<file path="src/rtl/seg7_pkg.sv">
// Shared 7-segment definitions: active-low segment codes (a..g on bits 6..0),
// the blank BCD code, the capture FSM encoding and the decoder payload type.
// The display encoder imports the same code constants so both ends agree.
package seg7_pkg;

    localparam int unsigned SEG_W = 7;
    localparam int unsigned BCD_W = 4;

    // Active-low segment patterns, a..g on bits 6..0 (0 = lit)
    localparam logic [SEG_W-1:0] SEG_0     = 7'h01;
    localparam logic [SEG_W-1:0] SEG_1     = 7'h4F;
    localparam logic [SEG_W-1:0] SEG_2     = 7'h12;
    localparam logic [SEG_W-1:0] SEG_3     = 7'h06;
    localparam logic [SEG_W-1:0] SEG_4     = 7'h4C;
    localparam logic [SEG_W-1:0] SEG_5     = 7'h24;
    localparam logic [SEG_W-1:0] SEG_6     = 7'h20;
    localparam logic [SEG_W-1:0] SEG_7     = 7'h0F;
    localparam logic [SEG_W-1:0] SEG_8     = 7'h00;
    localparam logic [SEG_W-1:0] SEG_9     = 7'h04;
    localparam logic [SEG_W-1:0] SEG_BLANK = 7'h7F;

    localparam logic [BCD_W-1:0] BCD_BLANK = 4'hF;

    // Capture FSM encoding
    localparam logic [1:0] ST_IDLE    = 2'd0;
    localparam logic [1:0] ST_SETTLE  = 2'd1;
    localparam logic [1:0] ST_CAPTURE = 2'd2;
    localparam logic [1:0] ST_HOLD    = 2'd3;

    // Decoded view of one segment pattern
    typedef struct packed {
        logic [BCD_W-1:0] bcd;
        logic             legal;
        logic             blank;
    } seg7_dec_t;

    // Forward mapping used by the encoder side; anything above 9 blanks the digit.
    function automatic logic [SEG_W-1:0] seg7_encode(input logic [BCD_W-1:0] bcd);
        case (bcd)
            4'd0:    return SEG_0;
            4'd1:    return SEG_1;
            4'd2:    return SEG_2;
            4'd3:    return SEG_3;
            4'd4:    return SEG_4;
            4'd5:    return SEG_5;
            4'd6:    return SEG_6;
            4'd7:    return SEG_7;
            4'd8:    return SEG_8;
            4'd9:    return SEG_9;
            default: return SEG_BLANK;
        endcase
    endfunction

endpackage

</file>
<file path="src/rtl/seg7_pattern_decode.sv">
// Combinational inverse of the segment encoder: active-low pattern -> BCD.
// Blank and illegal patterns both return BCD_BLANK; the flags tell them apart.
module seg7_pattern_decode
    import seg7_pkg::*;
(
    input  logic [6:0] seg_n,
    output logic [3:0] bcd,
    output logic       legal,
    output logic       blank
);

    // Look the pattern up against the shared code table
    always_comb begin
        bcd   = BCD_BLANK;
        legal = 1'b1;
        blank = 1'b0;
        case (seg_n)
            SEG_0:     bcd = 4'd0;
            SEG_1:     bcd = 4'd1;
            SEG_2:     bcd = 4'd2;
            SEG_3:     bcd = 4'd3;
            SEG_4:     bcd = 4'd4;
            SEG_5:     bcd = 4'd5;
            SEG_6:     bcd = 4'd6;
            SEG_7:     bcd = 4'd7;
            SEG_8:     bcd = 4'd8;
            SEG_9:     bcd = 4'd9;
            SEG_BLANK: begin
                legal = 1'b0;
                blank = 1'b1;
            end
            default:   legal = 1'b0;
        endcase
    end

endmodule

</file>
<file path="src/rtl/seg7_scan_capture.sv">
// Readback receiver for a multiplexed common-anode 7-segment bus.
// Registers the pins, waits for STABLE_CYCLES identical samples with exactly
// one digit enable low, then decodes the stable pattern into that digit's slot.
// Optional feature: define SEG7_CAP_DP_EN to add the decimal point (dp_n/dp_out).
module seg7_scan_capture
    import seg7_pkg::*;
#(
    parameter int unsigned NUM_DIGITS    = 2,
    parameter int unsigned STABLE_CYCLES = 4,
    parameter int unsigned CNT_W         = 3
) (
    input  logic                    clk,
    input  logic                    rst_n,
    input  logic [6:0]              seg_n,
    input  logic [NUM_DIGITS-1:0]   an_n,
`ifdef SEG7_CAP_DP_EN
    input  logic                    dp_n,
    output logic [NUM_DIGITS-1:0]   dp_out,
`endif
    output logic [4*NUM_DIGITS-1:0] bcd_out,
    output logic [NUM_DIGITS-1:0]   digit_valid,
    output logic                    frame_valid,
    output logic                    pattern_err
);

    localparam logic [CNT_W-1:0] CNT_SAT  = CNT_W'(STABLE_CYCLES);
    localparam logic [CNT_W-1:0] CNT_LAST = CNT_W'(STABLE_CYCLES - 1);

    logic [NUM_DIGITS-1:0] s_an;
    logic [NUM_DIGITS-1:0] p_an;
    logic [6:0]            s_seg;
    logic [6:0]            p_seg;
    logic [CNT_W-1:0]      cnt;
    logic [1:0]            state;
    logic [1:0]            state_nxt;

    logic                  changed_c;
    logic                  an_onehot_c;
    logic                  capture_c;
    logic [NUM_DIGITS-1:0] an_act_c;

    logic [3:0]            dec_bcd;
    logic                  dec_legal;
    logic                  dec_blank;
    seg7_dec_t             dec_c;

    // Input sample stage plus one-cycle-older copy for the stability compare
    always_ff @(posedge clk) begin
        if (!rst_n) begin
            s_an  <= '1;
            s_seg <= '1;
            p_an  <= '1;
            p_seg <= '1;
        end else begin
            s_an  <= an_n;
            s_seg <= seg_n;
            p_an  <= s_an;
            p_seg <= s_seg;
        end
    end

`ifdef SEG7_CAP_DP_EN
    logic s_dp;
    logic p_dp;

    // Decimal point follows the same sample/compare pipeline as the segments
    always_ff @(posedge clk) begin
        if (!rst_n) begin
            s_dp <= 1'b1;
            p_dp <= 1'b1;
        end else begin
            s_dp <= dp_n;
            p_dp <= s_dp;
        end
    end

    assign changed_c = (s_an != p_an) || (s_seg != p_seg) || (s_dp != p_dp);
`else
    assign changed_c = (s_an != p_an) || (s_seg != p_seg);
`endif

    // Exactly one enable low: non-zero active mask with a single set bit
    assign an_act_c    = ~s_an;
    assign an_onehot_c = (an_act_c != '0) &&
                         ((an_act_c & (an_act_c - NUM_DIGITS'(1))) == '0);

    // Settle counter: restarts on any sample change, saturates once stable
    always_ff @(posedge clk) begin
        if (!rst_n) begin
            cnt <= '0;
        end else if (changed_c) begin
            cnt <= '0;
        end else if (cnt != CNT_SAT) begin
            cnt <= cnt + CNT_W'(1);
        end
    end

    // FSM state register
    always_ff @(posedge clk) begin
        if (!rst_n) begin
            state <= ST_IDLE;
        end else begin
            state <= state_nxt;
        end
    end

    // Next-state and capture strobe; a change seen during CAPTURE starts a
    // fresh settle so the new pattern is not lost behind the capture cycle
    always_comb begin
        state_nxt = state;
        capture_c = 1'b0;
        case (state)
            ST_IDLE: begin
                if (changed_c && an_onehot_c) begin
                    state_nxt = ST_SETTLE;
                end
            end
            ST_SETTLE: begin
                if (!an_onehot_c) begin
                    state_nxt = ST_IDLE;
                end else if (!changed_c && (cnt == CNT_LAST)) begin
                    state_nxt = ST_CAPTURE;
                end
            end
            ST_CAPTURE: begin
                capture_c = 1'b1;
                if (changed_c) begin
                    state_nxt = an_onehot_c ? ST_SETTLE : ST_IDLE;
                end else begin
                    state_nxt = ST_HOLD;
                end
            end
            ST_HOLD: begin
                if (changed_c) begin
                    state_nxt = an_onehot_c ? ST_SETTLE : ST_IDLE;
                end
            end
            default: state_nxt = ST_IDLE;
        endcase
    end

    // Decode the older copy: it still holds the stable value during CAPTURE
    seg7_pattern_decode u_decode (
        .seg_n (p_seg),
        .bcd   (dec_bcd),
        .legal (dec_legal),
        .blank (dec_blank)
    );

    assign dec_c = '{bcd: dec_bcd, legal: dec_legal, blank: dec_blank};

    // Write the selected digit slot on capture; error pulse only for non-blank junk
    always_ff @(posedge clk) begin
        if (!rst_n) begin
            bcd_out     <= {NUM_DIGITS{BCD_BLANK}};
            digit_valid <= '0;
            pattern_err <= 1'b0;
        end else begin
            pattern_err <= capture_c && !dec_c.legal && !dec_c.blank;
            if (capture_c) begin
                for (int unsigned k = 0; k < NUM_DIGITS; k++) begin
                    if (!p_an[k]) begin
                        bcd_out[4*k +: 4] <= dec_c.bcd;
                        digit_valid[k]    <= dec_c.legal;
                    end
                end
            end
        end
    end

`ifdef SEG7_CAP_DP_EN
    // Decimal point of the captured digit, active-high
    always_ff @(posedge clk) begin
        if (!rst_n) begin
            dp_out <= '0;
        end else if (capture_c) begin
            for (int unsigned k = 0; k < NUM_DIGITS; k++) begin
                if (!p_an[k]) begin
                    dp_out[k] <= ~p_dp;
                end
            end
        end
    end
`endif

    // Whole frame is good only when every digit decoded to 0-9
    assign frame_valid = &digit_valid;

endmodule

</file>
<file path="config.mk">
export PLATFORM = sky130hd
export DESIGN_NAME = seg7_scan_capture
export DESIGN_NICKNAME = d
export VERILOG_FILES = /design/src/rtl/seg7_pkg.sv /design/src/rtl/seg7_pattern_decode.sv /design/src/rtl/seg7_scan_capture.sv
export SDC_FILE = /design/constraint.sdc
export NUM_CORES = 1
export LEC_CHECK = 0
export BUFFER_PORTS_ARGS = -buffer_cell sky130_fd_sc_hd__clkbuf_2
export CAP_MARGIN = 20
export CORE_MARGIN = 2
export CORE_UTILIZATION = 35
export DETAILED_ROUTE_END_ITERATION = 16
export GPL_ROUTABILITY_DRIVEN = 0
export SYNTH_ARGS = -nofsm -noshare
export SYNTH_HDL_FRONTEND = slang
export SYNTH_SLANG_ARGS = --single-unit
</file>
<file path="constraint.sdc">
create_clock -name clk -period 3 [get_ports clk]
set_input_delay 0.15 -clock clk [delete_from_list [all_inputs] [get_ports clk]]
set_output_delay 0.15 -clock clk [all_outputs]
set_load 0.01 [all_outputs]
</file>
==> results.md <==
| Step | Item | Value |
|:---|:---|:---|
| grt | Largest net degree at the start of global routing | 36 |
| logic synthesis | Proportion of register bits with asynchronous set or reset after synthesis | 0% |
| timing | RSZ-0062 raised after global routing | no |
| grt | Global routing's busiest layer | met2 |
| job | Total of max-cap violations | 0 |
| detailed routing | Final antenna-violating net count | 0 |
| die | Std cell rows | 24 |
| grt | Met1 layer usage reported by global route | 13.5% |
| setup path | Biggest fanout along the worst timing path | 9 |
| timing | Min Hold Slack | 0.0434 ns |
| clocking | Number of clock sinks seen by CTS | 34 |
| setup path | Delay of the slowest cell on the worst path | 0.54 ns |
| die | I/O pin total | 23 |
| clocking | Num CTS Buffers | 5 |
| die | Die Width | 70.3 µm |
| layout | Fraction of layout cells with a size suffix above 1 | 22.3% |
| timing | Worst-case clock skew | 0.00506 ns |
| setup path | Data arrival time of the critical path | 1.60 ns |
| timing | Endpoints failing setup | 0 |
| logic synthesis | Mean Syn Cell Area | 9.86 µm² |
| timing | Setup TNS | 0 ns |
| worst hold path | Hold/Removal Path Class | input pin to register |
| logic synthesis | Post-Synthesis Cells | 156 |
| logic synthesis | Synth Flop Type | sky130_fd_sc_hd__dfxtp_1 |
| detailed routing | Total vias in the final route | 1169 |
| timing | Final period util | 49.6% |
| placed design | IO buf count | 22 |
| power | Pleak | 0.000726 µW |
| detailed routing | Average via count per standard cell | 5.06 |
| logic synthesis | Net count of the mapped netlist | 170 |
| setup path | Start-to-end type of the worst setup path | register to register |
| layout | Fillcell total | 425 |
| logic synthesis | Number of different library cells in the post-synthesis netlist | 43 |
| layout | Total number of nets in the final design | 192 |
| clocking | CTS tree | built |
| clocking | Clock H-tree levels | 2 |
| logic synthesis | Post-synthesis sequential area ratio | 44.3% |
| clocking | Setup bufs post-CTS | 0 |
| timing | Min cycle time layout | 1.49 ns |
| die | Initial cell density of the core | 35.8% |
| grt | Global Route met2 Usage | 20.4% |
| clocking | Maximum buffer depth of the clock tree | 2 |
| die | Die footprint | 0.00494 mm² |
| grt | Wire length of the first global-routing pass | 4.80 mm |
| grt | Vias in the first global route | 1081 |
| layout | Post-route cell area | 0.00178 mm² |
| detailed routing | Final wirelength | 2.89 mm |
| layout | Area Growth Syn to Fin | 16.0% |
| setup path | Kind of end point of the critical path | register |
| worst hold path | Cell depth of the worst hold path | 2 |
| power | Peak supply drop | 0.000204 V |
| grt | Residual overflow from global routing | 0 |
| logic synthesis | Cell area after synthesis | 0.00154 mm² |
| grt | Initial antenna violation count | 0 |
| power | Pwr dens | 516 mW/mm² |
| clocking | Latest clock arrival within the worst-skew pair | 0.28 ns |
| clocking | Root cell of the clock tree | sky130_fd_sc_hd__clkbuf_8 |
| detailed routing | Starting DRC count in detailed routing | 26 |
| clocking | Post-cts sizing count | 0 |
| grt | Met3 Usage GRT | 4.62% |
| detailed routing | Iteration count of the initial detailed-routing pass | 4 |
| clocking | Cts-stage hold buffer count | 0 |
| logic synthesis | Flops & latches, synth | 34 |
| setup path | R2R cell count | 4 |
| timing | Maximum clock frequency | 672 MHz |
| layout | Antenna diode count | 0 |
| die | Overall die height | 70.3 µm |
| placed design | DP Area | 0.00167 mm² |
| timing | Max_slew headroom | 57.6% |
| setup path | Master of the slowest instance on the critical path | sky130_fd_sc_hd__dfxtp_1 |
| logic synthesis | Number of synthesized flops with an enable pin | 0 |
| logic synthesis | Synth warn | 0 |
| setup path | Worst Setup Start Kind | register |
| detailed routing | DR WL/cell | 12.5 µm |
| timing | Max-slew violation count | 0 |
| grt | Total routing resource utilization after global routing | 12.6% |
| timing | Least-Margin Pin Slew | 0.636 ns |
| die | Core outline area | 0.00429 mm² |
| clocking | Clock Pin Slew Worst Setup and Hold Paths | 0.07 ns |
| setup path | Required @ worst endpoint | 3.12 ns |
| setup path | Cell-by-cell listing of the critical path | nor3b_1, o31ai_4, nand3_4, a41oi_1 |
| timing | Number of failing hold endpoints at the final stage | 0 |
| outcome | Result of the run | completed |
| detailed routing | Remaining design rule violation count | 0 |
| placed design | Estimated wirelength of the detail-placed design | 2.18 mm |
per-layer routing:
layer	vias to the layer above	wire length [µm]
met3	7	139
met5	-	0
met1	546	1290
li1	593	-
met2	23	1390
met4	0	77
layout make-up:
cell class                      instances  area, µm²  area share, %
Sequential cell                        34        681           38.1
Inverter                                4       15.0          0.842
Timing Repair Buffer                   22        110           6.17
Multi-Input combinational cell        111        803           45.0
Tap cell                               52       65.1           3.65
Clock buffer                            8        110           6.17
placed cells by master (no fill, tap or decap), drive strengths merged, types with 2 or more instances in the layout:
master,count
a21oi,2
a22oi,2
a41oi,4
and2,2
clkbuf,30
dfxtp,34
ha,3
inv,4
nand2,9
nand2b,20
nand3,7
nand4,6
nor2,9
nor3,4
nor3b,6
o211ai,2
o21ai,4
o21ba,2
or3b,2
xnor2,5
xor2,7
registers in the layout, indices dropped and copies added (netlist names):
| name | cells |
|---|---|
| bcd_out | 8 |
| cnt | 3 |
| digit_valid | 2 |
| p_an | 2 |
| p_seg | 7 |
| pattern_err | 1 |
| s_an | 2 |
| s_seg | 7 |
| state | 2 |
worst paths after layout:
path / startpoint / to / slack, ns
max: p_seg[2]$_SDFF_PN1_ / bcd_out[7]$_SDFFE_PN1P_ / 1.51
min reg2reg: s_seg[4]$_SDFF_PN1_ / p_seg[4]$_SDFF_PN1_ / 0.46
min: seg_n[6] / s_seg[6]$_SDFF_PN1_ / 0.04
max reg2reg: p_seg[2]$_SDFF_PN1_ / bcd_out[7]$_SDFFE_PN1P_ / 1.51
cell usage after synthesis, types with 2 or more instances:
master | number | share of area (%)
sky130_fd_sc_hd__dfxtp_1 | 34 | 44
sky130_fd_sc_hd__nand2b_1 | 20 | 8.1
sky130_fd_sc_hd__nand2_1 | 9 | 2.2
sky130_fd_sc_hd__nor2_1 | 9 | 2.2
sky130_fd_sc_hd__xor2_1 | 7 | 4.0
sky130_fd_sc_hd__nand3_1 | 6 | 2.0
sky130_fd_sc_hd__nand4_1 | 6 | 2.4
sky130_fd_sc_hd__nor3b_1 | 6 | 2.9
sky130_fd_sc_hd__xnor2_1 | 5 | 2.8
sky130_fd_sc_hd__a41oi_1 | 4 | 2.3
sky130_fd_sc_hd__clkbuf_1 | 4 | 0.98
sky130_fd_sc_hd__inv_1 | 4 | 0.98
sky130_fd_sc_hd__ha_1 | 3 | 2.4
sky130_fd_sc_hd__nor3_1 | 3 | 0.98
sky130_fd_sc_hd__o21ai_0 | 3 | 0.98
sky130_fd_sc_hd__a21oi_1 | 2 | 0.65
sky130_fd_sc_hd__a22oi_1 | 2 | 0.98
sky130_fd_sc_hd__o211ai_1 | 2 | 0.98
sky130_fd_sc_hd__o21ba_1 | 2 | 1.3
sky130_fd_sc_hd__or3b_2 | 2 | 1.1
per-stage QoR:
step | std cells | power (µW) | util [%] | setup WS, ns
2_1_floorplan | 156 | 532 | - | 1.65
3_3_place_gp | 223 | 544 | 39.0 | 1.58
3_5_place_dp | 223 | 547 | 39.0 | 1.52
4_1_cts | 231 | 940 | 41.6 | 1.51
5_1_grt | 231 | 961 | 41.6 | 1.40
6_report | 231 | 921 | 41.6 | 1.51
power breakdown:
part           total, µW  internal [µW]  switching [µW]
Clock                383            231             152
Combinational       57.7           29.9            27.8
Sequential           480            464            15.7
Total                921            726             195
kinds of logic after synthesis:
| group | share of synthesized area [%] |
|---|---|
| and+or+nand+nor | 31.3 |
| DFF | 44.3 |
| AOI/OAI and AO/OA | 11.6 |
| xor gates and xnor gates | 6.83 |
| buffers and inverters | 3.50 |
| adders and majority gates | 2.44 |
worst max-delay path: cells and delay by family (launching register included):
family / cells / cell delay, ns
AOI/OAI and AO/OA: 2 / 0.25
DFF: 1 / 0.54
and+or+nand+nor: 2 / 0.53
Note: power is estimated with default switching activity, not from simulation.
